$ cat src/rtl/pipe_scroller_if.sv
// pipe_scroller_if
// Groups the game-control inputs and the obstacle/score outputs of the pipe
// scroller into one bundle. The master side (game logic or testbench) drives
// the controls and the random y source. The slave side (pipe_scroller)
// drives the pipe positions, score, speed, FSM state and the pass strobe.
//
// Signals
//   rand_y     : pseudo-random y source, sampled on respawn
//   start      : level, IDLE -> RUN
//   over       : level, game-over request, RUN -> FROZEN
//   restart    : pulse, FROZEN -> IDLE
//   pip_x/pip_y: pipe i coordinate in bits [i*COORD_W +: COORD_W]
//   score      : pipes passed (saturating)
//   speed      : pixels moved per movement tick
//   state      : 00 IDLE, 01 RUN, 10 FROZEN
//   pass_pulse : one-cycle strobe on every scoring tick
interface pipe_scroller_if #(
    parameter int NUM_PIPES = 3,
    parameter int COORD_W   = 12,
    parameter int SCORE_W   = 8
);
    logic [COORD_W-1:0]           rand_y;
    logic                         start;
    logic                         over;
    logic                         restart;
    logic [NUM_PIPES*COORD_W-1:0] pip_x;
    logic [NUM_PIPES*COORD_W-1:0] pip_y;
    logic [SCORE_W-1:0]           score;
    logic [3:0]                   speed;
    logic [1:0]                   state;
    logic                         pass_pulse;

    modport master (
        output rand_y, start, over, restart,
        input  pip_x, pip_y, score, speed, state, pass_pulse
    );

    modport slave (
        input  rand_y, start, over, restart,
        output pip_x, pip_y, score, speed, state, pass_pulse
    );
endinterface

$ cat src/rtl/pipe_scroller.sv
// pipe_scroller
// Moves NUM_PIPES obstacle channels leftwards by 'speed' pixels once every
// TICK_DIV clock cycles while the game runs. A pipe that would reach or pass
// x = 0 respawns at X_RESPAWN with a clamped random gap centre, scores a
// point, and every SPEED_STEP points the speed rises by one up to SPEED_MAX.
//
// Ports
//   clk   : clock, all state changes on its rising edge
//   rst_n : asynchronous active-low reset, restores the initial layout
//   bus   : pipe_scroller_if slave modport (controls in, positions out)
module pipe_scroller #(
    parameter int NUM_PIPES  = 3,
    parameter int COORD_W    = 12,
    parameter int SCORE_W    = 8,
    parameter int TICK_DIV   = 1000000,
    parameter int X_START    = 1200,
    parameter int SPACING    = 500,
    parameter int X_RESPAWN  = 1560,
    parameter int Y_INIT     = 300,
    parameter int Y_MIN      = 150,
    parameter int Y_MAX      = 580,
    parameter int Y_ADJ      = 150,
    parameter int SPEED_INIT = 1,
    parameter int SPEED_MAX  = 8,
    parameter int SPEED_STEP = 4
) (
    input  logic           clk,
    input  logic           rst_n,
    pipe_scroller_if.slave bus
);

    typedef enum logic [1:0] {
        ST_IDLE   = 2'b00,
        ST_RUN    = 2'b01,
        ST_FROZEN = 2'b10,
        ST_BAD    = 2'b11
    } state_t;

    localparam int                 CNT_W     = $clog2(TICK_DIV);
    localparam int                 SUM_W     = SCORE_W + 4;
    localparam logic [SCORE_W-1:0] SCORE_MAX = '1;

    state_t             st;
    logic [CNT_W-1:0]   tick_cnt;
    logic [COORD_W-1:0] x_q [NUM_PIPES];
    logic [COORD_W-1:0] y_q [NUM_PIPES];
    logic [SCORE_W-1:0] score_q;
    logic [3:0]         speed_q;
    logic               pass_q;

    logic                 tick;
    logic [NUM_PIPES-1:0] respawn;
    logic [3:0]           resp_cnt;
    logic [COORD_W-1:0]   y_new;
    logic [SUM_W-1:0]     score_sum;
    logic [SCORE_W-1:0]   score_next;
    logic                 speed_bump;
    logic [3:0]           speed_next;

    function automatic logic [COORD_W-1:0] init_x(input int i);
        return COORD_W'(X_START + i * SPACING);
    endfunction

    // Pull out-of-range random values back towards the playable band.
    function automatic logic [COORD_W-1:0] clamp_y(input logic [COORD_W-1:0] v);
        if (v < COORD_W'(Y_MIN)) begin
            return v + COORD_W'(Y_ADJ);
        end else if (v > COORD_W'(Y_MAX)) begin
            return v - COORD_W'(Y_ADJ);
        end else begin
            return v;
        end
    endfunction

    // Tick strobe fires on the last count of the divider while running.
    // A respawn is any pipe that could not move left by a full speed step
    // without reaching zero, which is what keeps x from underflowing.
    always_comb begin
        tick     = (st == ST_RUN) && (tick_cnt == CNT_W'(TICK_DIV - 1));
        respawn  = '0;
        resp_cnt = '0;
        for (int i = 0; i < NUM_PIPES; i++) begin
            respawn[i] = (x_q[i] <= COORD_W'(speed_q));
            if (respawn[i]) begin
                resp_cnt = resp_cnt + 4'd1;
            end
        end
        y_new = clamp_y(bus.rand_y);
    end

    // Score saturates at its maximum. Speed rises once whenever the score
    // enters a new SPEED_STEP bucket, except once the score is already
    // pinned at its maximum.
    always_comb begin
        score_sum  = SUM_W'(score_q) + SUM_W'(resp_cnt);
        score_next = (score_sum > SUM_W'(SCORE_MAX)) ? SCORE_MAX : score_sum[SCORE_W-1:0];
        speed_bump = (score_q != SCORE_MAX) &&
                     ((int'(score_next) / SPEED_STEP) != (int'(score_q) / SPEED_STEP));
        speed_next = (speed_bump && (speed_q < 4'(SPEED_MAX))) ? (speed_q + 4'd1) : speed_q;
    end

    // Game FSM with the pipe, score and speed registers. IDLE keeps the
    // initial layout loaded, so every entry to IDLE starts a fresh game.
    // In RUN an asserted 'over' takes priority over a coinciding tick.
    always_ff @(posedge clk or negedge rst_n) begin
        if (!rst_n) begin
            st       <= ST_IDLE;
            tick_cnt <= '0;
            score_q  <= '0;
            speed_q  <= 4'(SPEED_INIT);
            pass_q   <= 1'b0;
            for (int i = 0; i < NUM_PIPES; i++) begin
                x_q[i] <= init_x(i);
                y_q[i] <= COORD_W'(Y_INIT);
            end
        end else begin
            pass_q <= 1'b0;
            case (st)
                ST_IDLE: begin
                    tick_cnt <= '0;
                    score_q  <= '0;
                    speed_q  <= 4'(SPEED_INIT);
                    for (int i = 0; i < NUM_PIPES; i++) begin
                        x_q[i] <= init_x(i);
                        y_q[i] <= COORD_W'(Y_INIT);
                    end
                    if (bus.start && !bus.over) begin
                        st <= ST_RUN;
                    end
                end
                ST_RUN: begin
                    if (bus.over) begin
                        st <= ST_FROZEN;
                    end else if (tick) begin
                        tick_cnt <= '0;
                        for (int i = 0; i < NUM_PIPES; i++) begin
                            if (respawn[i]) begin
                                x_q[i] <= COORD_W'(X_RESPAWN);
                                y_q[i] <= y_new;
                            end else begin
                                x_q[i] <= x_q[i] - COORD_W'(speed_q);
                            end
                        end
                        if (resp_cnt != 4'd0) begin
                            score_q <= score_next;
                            speed_q <= speed_next;
                            pass_q  <= 1'b1;
                        end
                    end else begin
                        tick_cnt <= tick_cnt + 1'b1;
                    end
                end
                ST_FROZEN: begin
                    if (bus.restart) begin
                        st       <= ST_IDLE;
                        tick_cnt <= '0;
                        score_q  <= '0;
                        speed_q  <= 4'(SPEED_INIT);
                        for (int i = 0; i < NUM_PIPES; i++) begin
                            x_q[i] <= init_x(i);
                            y_q[i] <= COORD_W'(Y_INIT);
                        end
                    end
                end
                default: begin
                    st       <= ST_IDLE;
                    tick_cnt <= '0;
                    score_q  <= '0;
                    speed_q  <= 4'(SPEED_INIT);
                    for (int i = 0; i < NUM_PIPES; i++) begin
                        x_q[i] <= init_x(i);
                        y_q[i] <= COORD_W'(Y_INIT);
                    end
                end
            endcase
        end
    end

    // Flatten the registered pipe arrays onto the packed output buses.
    always_comb begin
        for (int i = 0; i < NUM_PIPES; i++) begin
            bus.pip_x[i*COORD_W +: COORD_W] = x_q[i];
            bus.pip_y[i*COORD_W +: COORD_W] = y_q[i];
        end
    end

    assign bus.score      = score_q;
    assign bus.speed      = speed_q;
    assign bus.state      = st;
    assign bus.pass_pulse = pass_q;

endmodule

$ cat src/flat_wrapper.sv
// flat-port wrapper written by rule: the top's interface ports become plain ports
module pipe_scroller_flat 
#(
    parameter int NUM_PIPES  = 3,
    parameter int COORD_W    = 12,
    parameter int SCORE_W    = 8,
    parameter int TICK_DIV   = 1000000,
    parameter int X_START    = 1200,
    parameter int SPACING    = 500,
    parameter int X_RESPAWN  = 1560,
    parameter int Y_INIT     = 300,
    parameter int Y_MIN      = 150,
    parameter int Y_MAX      = 580,
    parameter int Y_ADJ      = 150,
    parameter int SPEED_INIT = 1,
    parameter int SPEED_MAX  = 8,
    parameter int SPEED_STEP = 4
)
  (clk, rst_n, bus_rand_y, bus_start, bus_over, bus_restart, bus_pip_x, bus_pip_y, bus_score, bus_speed, bus_state, bus_pass_pulse);
  pipe_scroller_if #(.NUM_PIPES(NUM_PIPES), .COORD_W(COORD_W), .SCORE_W(SCORE_W)) bus_i ();
  input  logic clk;
  input  logic rst_n;
  input wire logic [$bits(bus_i.rand_y)-1:0] bus_rand_y;
  input wire logic [$bits(bus_i.start)-1:0] bus_start;
  input wire logic [$bits(bus_i.over)-1:0] bus_over;
  input wire logic [$bits(bus_i.restart)-1:0] bus_restart;
  output wire logic [$bits(bus_i.pip_x)-1:0] bus_pip_x;
  output wire logic [$bits(bus_i.pip_y)-1:0] bus_pip_y;
  output wire logic [$bits(bus_i.score)-1:0] bus_score;
  output wire logic [$bits(bus_i.speed)-1:0] bus_speed;
  output wire logic [$bits(bus_i.state)-1:0] bus_state;
  output wire logic [$bits(bus_i.pass_pulse)-1:0] bus_pass_pulse;
  assign bus_i.rand_y = bus_rand_y;
  assign bus_i.start = bus_start;
  assign bus_i.over = bus_over;
  assign bus_i.restart = bus_restart;
  assign bus_pip_x = bus_i.pip_x;
  assign bus_pip_y = bus_i.pip_y;
  assign bus_score = bus_i.score;
  assign bus_speed = bus_i.speed;
  assign bus_state = bus_i.state;
  assign bus_pass_pulse = bus_i.pass_pulse;
  pipe_scroller #(.NUM_PIPES(NUM_PIPES), .COORD_W(COORD_W), .SCORE_W(SCORE_W), .TICK_DIV(TICK_DIV), .X_START(X_START), .SPACING(SPACING), .X_RESPAWN(X_RESPAWN), .Y_INIT(Y_INIT), .Y_MIN(Y_MIN), .Y_MAX(Y_MAX), .Y_ADJ(Y_ADJ), .SPEED_INIT(SPEED_INIT), .SPEED_MAX(SPEED_MAX), .SPEED_STEP(SPEED_STEP)) u_core (.clk(clk), .rst_n(rst_n), .bus(bus_i));
endmodule
$ cat config.mk
export PLATFORM = sky130hd
export DESIGN_NAME = pipe_scroller_flat
export DESIGN_NICKNAME = d
export VERILOG_FILES = /design/src/rtl/pipe_scroller_if.sv /design/src/rtl/pipe_scroller.sv /design/src/flat_wrapper.sv
export SDC_FILE = /design/constraint.sdc
export NUM_CORES = 1
export LEC_CHECK = 0
export CAP_MARGIN = 15
export CORE_UTILIZATION = 59
export CTS_BUF_LIST = sky130_fd_sc_hd__clkbuf_8 sky130_fd_sc_hd__clkbuf_16
export CTS_CLUSTER_DIAMETER = 30
export DETAILED_ROUTE_END_ITERATION = 10
export GPL_ROUTABILITY_DRIVEN = 0
export PLACE_DENSITY = 0.94
export SYNTH_ARGS = -nofsm -noshare
export SYNTH_HDL_FRONTEND = slang
export SYNTH_SLANG_ARGS = --single-unit
$ cat constraint.sdc
create_clock -name clk -period 7 [get_ports clk]
set_input_delay 1.05 -clock clk [delete_from_list [all_inputs] [get_ports clk]]
set_output_delay 1.05 -clock clk [all_outputs]
set_load 0.1 [all_outputs]
Yosys cells after proc, flatten, opt, wreduce, memory -nomap -nowiden
Index checks and enable logic that the tools add are counted.
- $add $sub $neg: 10
- magnitude comparators: 7
- equality and inequality tests: 15
- muxes and demuxes: 43
- reduce and logical (&&, ||, !) cells: 15
- operators by type and width (operator ; number):
    $mux W36 ; 6
    $pmux W36 S2 ; 2
    $mux W12 ; 8
    $mux W20 ; 3
    $mux W8 ; 5
    $pmux W20 S2 ; 1
    $le A12 B4 Y1 ; 3
    $sub A12 B4 Y12 ; 3
    $mux W4 ; 7
    $add A20 B1 Y20 const B ; 1
    $eq A20 B20 Y1 const B ; 1
    $pmux W8 S2 ; 1
    $reduce_and A4 Y1 ; 4
    $add A12 B8 Y12 const B ; 1
    $gt A12 B10 Y1 const B ; 1
    $gt A12 B8 Y1 const B ; 1
    $lt A12 B8 Y1 const B ; 1
    $sub A12 B8 Y12 const B ; 1
    $ne A2 B1 Y1 const B ; 5
    $ne A2 B2 Y1 const B ; 5
    $add A8 B4 Y9 ; 1
    $add A4 B1 Y4 const B ; 2
    $ne A8 B8 Y1 const B ; 1
    $pmux W4 S2 ; 1
    15 further kinds ; 25
- bits in registers: 107
- output and inout bits: 87

Depth between registers and ports, before layout
- word-level depth: 17
- depth in mapped cells: 19
- depth with buffers taken out: 19

Worst setup path before layout
OpenSTA, ideal clock, no wires.
- kind: register to register
- from: reg u_core.speed_q[1] (netlist: u_core.bus.speed[1])
- to: reg u_core.speed_q[1] (netlist: u_core.bus.speed[1])
- library setup time: 124 ps
- arrival: 4712 ps
- data required time: 6876 ps
- setup slack: 2164 ps
- cell stages (with the launch flop): 18
- path buffers: 0
- cell sequence: dfrtp_1 > inv_1 > fa_1 > nand3_1 > a21oi_1 > and2b_1 > inv_2 > ha_1 > xnor2_1 > ha_1 > inv_1 > fa_1 > nor2b_1 > o211ai_1 > and2_1 > o32ai_1 > o22ai_1 > o2bb2ai_1
- cells in the longest elaborated chain, start to end: 14
- elaborated cells between the ends (all ways): 25
- those cells by class: 4 x add/sub; 5 x order compare; 3 x eq/ne; 9 x mux; 4 x reduce/logical
- ends and longest elaborated chain (what ; RTL line ; source):
    start, declared ; pipe_scroller.sv:48 ; logic [3:0] speed_q;
    start signal, assigned ; pipe_scroller.sv:110 ; speed_q <= 4'(SPEED_INIT);
    start signal, assigned ; pipe_scroller.sv:122 ; speed_q <= 4'(SPEED_INIT);
    start signal, assigned ; pipe_scroller.sv:146 ; speed_q <= speed_next;
    $le A12 B4 Y1 ; pipe_scroller.sv:83 ; respawn[i] = (x_q[i] <= COORD_W'(speed_q));
    $mux W1 ; pipe_scroller.sv:84 ; if (respawn[i]) begin
    $add A1 B1 Y2 ; pipe_scroller.sv:85 ; resp_cnt = resp_cnt + 4'd1;
    $mux W4 ; pipe_scroller.sv:84 ;
    $add A4 B1 Y4 ; pipe_scroller.sv:85 ;
    $mux W4 ; pipe_scroller.sv:84 ;
    $add A8 B4 Y9 ; pipe_scroller.sv:95 ; score_sum = SUM_W'(score_q) + SUM_W'(resp_cnt);
    $gt A12 B8 Y1 ; pipe_scroller.sv:96 ; score_next = (score_sum > SUM_W'(SCORE_MAX)) ? SCORE_MAX : score_sum[SCORE_W-1:0];
    $mux W8 ; pipe_scroller.sv:96 ;
    $ne A6 B6 Y1 ; pipe_scroller.sv:98 ; ((int'(score_next) / SPEED_STEP) != (int'(score_q) / SPEED_STEP));
    $logic_and A1 B1 Y1 ; pipe_scroller.sv:97 ; speed_bump = (score_q != SCORE_MAX) &&
    $logic_and A1 B1 Y1 ; pipe_scroller.sv:99 ; speed_next = (speed_bump && (speed_q < 4'(SPEED_MAX))) ? (speed_q + 4'd1) : speed_q;
    $ne A2 B2 Y1 (no source line) ; - ;
    $reduce_and A5 Y1 (no source line) ; - ;
Parallel ways exist; a longest one is shown, timed or not. The select of a mux whose other input is x is not followed.
A chain may end at the register's enable or synchronous reset.

Worst setup path in the final report
- from: reg u_core.speed_q[0] (netlist: u_core.bus.speed[0])
- to: reg u_core.speed_q[0] (netlist: u_core.bus.speed[0])
The elaborated chain is that of the path after synthesis.

==> results summary <==
The layout overhead on the synthesized area is 20.1%. The share of the synthesized area in the top cell type is 0.315. In the post-synthesis netlist, the cell with the most instances is sky130_fd_sc_hd__dfrtp_1. Subtracting the final worst setup slack from the clock period gives 4.99 ns. The effective utilization at floorplan is 0.615. In the final routed layout, each cell accounts on average for 19.9 um.

The initial antenna violation count came out at 0. The number of buffers between clock root and the deepest sink came out at 2. Entering global routing, the biggest net connects 83 pins. The maximum ir drop on the vdd rail came out at 0.165 mV.

The number of buffers inserted by hold repair at cts came out at 0. The initialized floorplan defines 37 standard-cell rows. The arrival time of data at the critical path endpoint is 5.29 ns. The run finished with clean final reports. The post-CTS setup buffer count came out at 0. TritonCTS built the clock tree. The detail route stage leaves a number of antenna-violating nets equal to 0. The clock-pin slew reported for the worst setup and hold paths after clock tree synthesis came out at 0.10 ns.

The logic depth of the worst register-to-register path is 18. The area of combinational cells with multiple inputs came out at 3470 um2. The flop and latch count out of synthesis came out at 107. The height of the die came out at 106 um. The width of the die came out at 106 um. The share of async-settable or async-resettable flops after synthesis came out at 1.00. The count of maximum capacitance violations came out at 0.

The wire length reported by the detailed router is 18.1 mm. The number of remaining DRC errors is 0. The detailed router finished its first iteration with 626 violations. The required time at the worst-slack endpoint is 7.31 ns. After floorplanning, the core was sized to cover 10500 um2.

The min-delay analysis places its worst path in the category register to register. The origin of the worst min-delay path is u_core.bus.pip_y[35]. In the synthesized netlist, the cells that appear most often are 81 x sky130_fd_sc_hd__dfrtp_1, 62 x sky130_fd_sc_hd__nor2_1, 58 x sky130_fd_sc_hd__nand2_1, 39 x sky130_fd_sc_hd__a21oi_1, 37 x sky130_fd_sc_hd__o21ai_0. The tree built by TritonCTS fans out to 107 sinks. The final route contains 6035 vias. The type of element capturing the critical path is a register. For this design the ratio of total power to cell area is 250 nW/um2. The via density per instance is 6.61. After synthesis the cells add up to 6440 um2. The total global-route track usage is 0.336.

The leakage dissipation came out at 3.21 nW. The post-synthesis net count came out at 721. The register area share after synthesis came out at 0.421. The setup slack after placement came out at 2.26 ns.

In this run the tool buffered the top-level ports with 103 buffer cells. The total count of max-transition violations in the final report came out at 0. The maximum frequency from static timing analysis came out at 201 MHz. In the finished design, the share of the clock period the worst path needs comes to 0.712.

The critical path class is register to register. The die area is 11300 um2. The area used by sequential logic in the layout came out at 2710 um2. At the pin with the least slew margin, the transition time is 1.03 ns. The worst slew slack as a fraction of its limit is 0.311. The clock latency on the worst-skew pair is 0.39 ns. The first TritonRoute pass finished after 5 iterations. The root buffer selected by CTS is sky130_fd_sc_hd__clkbuf_8. The fraction of final layout cells sized beyond drive strength 1 came out at 0.130. Setup repair after global routing left no endpoint under its margin. The layout has 700 filler cells. The number of H-tree levels came out at 3. The largest total area in the synthesized netlist belongs to sky130_fd_sc_hd__dfrtp_1. Setup violations remaining at the end of the flow were counted as 0. The end point of the most critical hold path is u_core.bus.pip_y[35]. The number of diodes is 0.

The end of the worst register-to-register path is u_core.bus.speed[0]. The synthesis warning total came out at 0. The first global-routing pass estimated 29.8 mm of wire. In the final design database the tool counted 814 nets. The final count of hold timing violations is 0. After synthesis, the cell types taking the most area are sky130_fd_sc_hd__dfrtp_1 31%, sky130_fd_sc_hd__dfstp_2 11%, sky130_fd_sc_hd__ha_1 4.1%, sky130_fd_sc_hd__mux2_2 3.7%, sky130_fd_sc_hd__nor2_1 3.6%. Counting every instance in the synthesized netlist gives 679. For flop-to-flop paths, the worst setup slack is 2.01 ns. The placed wire-length estimate came out at 13.0 mm.

The number of global-route vias before repair is 5984. Yosys mapped a number of flops with a built-in enable equal to 0. The sum of negative setup slack is 0 ns. The number of I/O pins is 104.

The maximum fanout count along the critical path came out at 10. The least setup slack across all paths after layout is 2.01 ns. The post-route clock skew is 0.0137 ns. The startpoint identified for the worst register-to-register timing path is u_core.bus.speed[0]. The kind of start point of the critical path is a register. The number of buffers inserted during clock tree synthesis came out at 9.

The cell depth of the worst min-delay path came out at 2. The number of cells upsized or downsized after cts is 0. Counting distinct cell types in the post-synthesis netlist gives 83. The total congestion overflow came out at 0. For this run, the leading register cell type out of synthesis is sky130_fd_sc_hd__dfrtp_1. The mean post-synth cell area is 9.48 um2.
-- report_power, final --
part	switching (mW)	internal, mW	leakage, nW
Clock	0.217	0.184	0.112
Combinational	0.595	0.215	1.71
Sequential	0.0462	0.676	1.39
-- registers in the layout, summed over array words and instances (netlist names) --
name                   count
u_core.bus.state           2
u_core.bus.pip_x          36
u_core.bus.pass_pulse      1
u_core.tick_cnt           20
u_core.bus.pip_y          36
u_core.bus.score           8
u_core.bus.speed           4
-- per-stage QoR --
step / util / power, mW / instances / area, um2 / hold WS [ns]
final: 0.739 / 1.93 / 913 / 7730 / 0.499
after global routing: 0.739 / 2.01 / 913 / 7730 / 0.522
after CTS: 0.739 / 1.92 / 913 / 7730 / 0.503
after detailed placement: 0.720 / 1.53 / 897 / 7530 / 0.481
after global placement: 0.720 / 1.50 / 897 / 7530 / 0.457
after floorplan: - / 1.33 / 679 / 6440 / 0.468
-- worst max-delay path, stage by stage, from the launching register on --
cell and delay [ns]:
sky130_fd_sc_hd__dfstp_2 0.62, sky130_fd_sc_hd__ha_1 0.20, sky130_fd_sc_hd__inv_1 0.06, sky130_fd_sc_hd__fa_1 0.43, sky130_fd_sc_hd__nand3_1 0.13, sky130_fd_sc_hd__a21oi_1 0.09, sky130_fd_sc_hd__and2b_1 0.26, sky130_fd_sc_hd__inv_2 0.12
sky130_fd_sc_hd__ha_1 0.39, sky130_fd_sc_hd__xnor2_1 0.23, sky130_fd_sc_hd__ha_1 0.22, sky130_fd_sc_hd__inv_1 0.06, sky130_fd_sc_hd__fa_1 0.42, sky130_fd_sc_hd__nor2b_1 0.28, sky130_fd_sc_hd__o211ai_1 0.21, sky130_fd_sc_hd__and2_1 0.23
sky130_fd_sc_hd__o32ai_1 0.51, sky130_fd_sc_hd__o22ai_1 0.21, sky130_fd_sc_hd__a2bb2oi_1 0.24
-- layer usage --
| layer | track usage | wire, um | vias up |
|---|---|---|---|
| met1 | 0.447 | 7140 | 2881 |
| met5 | 0 | 0 | - |
| li1 | - | - | 2648 |
| met4 | 0.150 | 687 | 0 |
| met3 | 0.0570 | 1600 | 81 |
| met2 | 0.541 | 8710 | 425 |
-- worst max path at each step --
stage                              from                   to  slack (ns)
floorplan           u_core.bus.speed[1]  u_core.bus.speed[1]        2.16
global placement    u_core.bus.speed[0]  u_core.bus.speed[1]        2.57
detailed placement  u_core.bus.speed[0]  u_core.bus.speed[0]        2.26
CTS                 u_core.bus.speed[0]  u_core.bus.speed[0]        2.13
global route        u_core.bus.speed[0]  u_core.bus.speed[0]        1.73
finish              u_core.bus.speed[0]  u_core.bus.speed[0]        2.01
-- layout by cell type (no fill, tap or decap), types with 5 or more instances in the layout --
| cell | count |
|---|---|
| sky130_fd_sc_hd__a211oi_1 | 5 |
| sky130_fd_sc_hd__a21oi_1 | 38 |
| sky130_fd_sc_hd__a22o_1 | 5 |
| sky130_fd_sc_hd__a31oi_1 | 10 |
| sky130_fd_sc_hd__and2_1 | 7 |
| sky130_fd_sc_hd__and3_1 | 10 |
| sky130_fd_sc_hd__buf_4 | 5 |
| sky130_fd_sc_hd__clkbuf_8 | 11 |
| sky130_fd_sc_hd__clkdlybuf4s50_1 | 102 |
| sky130_fd_sc_hd__dfrtp_1 | 81 |
| sky130_fd_sc_hd__dfstp_2 | 26 |
| sky130_fd_sc_hd__ha_1 | 21 |
| sky130_fd_sc_hd__inv_1 | 30 |
| sky130_fd_sc_hd__mux2_2 | 21 |
| sky130_fd_sc_hd__nand2_1 | 58 |
| sky130_fd_sc_hd__nand2b_1 | 11 |
| sky130_fd_sc_hd__nand3_1 | 28 |
| sky130_fd_sc_hd__nand4_1 | 7 |
| sky130_fd_sc_hd__nor2_1 | 62 |
| sky130_fd_sc_hd__nor2b_1 | 7 |
| sky130_fd_sc_hd__nor3_1 | 18 |
| sky130_fd_sc_hd__nor4_1 | 10 |
| sky130_fd_sc_hd__o211ai_1 | 6 |
| sky130_fd_sc_hd__o21ai_0 | 37 |
| sky130_fd_sc_hd__o22ai_1 | 12 |
| sky130_fd_sc_hd__o2bb2ai_1 | 5 |
| sky130_fd_sc_hd__o31ai_1 | 5 |
| sky130_fd_sc_hd__or2_2 | 9 |
| sky130_fd_sc_hd__xnor2_1 | 17 |
| sky130_fd_sc_hd__xor2_1 | 17 |
-- cell type report --
class / instances / share of cell area
multi-input cells: 516 / 0.449
flip-flops and latches: 107 / 0.350
repair buffers: 107 / 0.137
well taps: 136 / 0.0220
clock buffers: 11 / 0.0196
inverters: 31 / 0.0150
clock inverters: 5 / 0.00712
-- logic make-up (layout without fill, tap and decap cells) --
logic type                 after synthesis  count (layout)  share of synthesized area
adders and majority gates               25              25                     0.0532
muxes                                   26              26                     0.0455
and+or+nand+nor                        270             270                      0.228
DFF                                    107             107                      0.421
xor gates and xnor gates                34              34                     0.0462
buffers and inverters                   56             154                     0.0406
AOI/OAI and AO/OA                      161             161                      0.166
(Power assumes the default switching activity.)
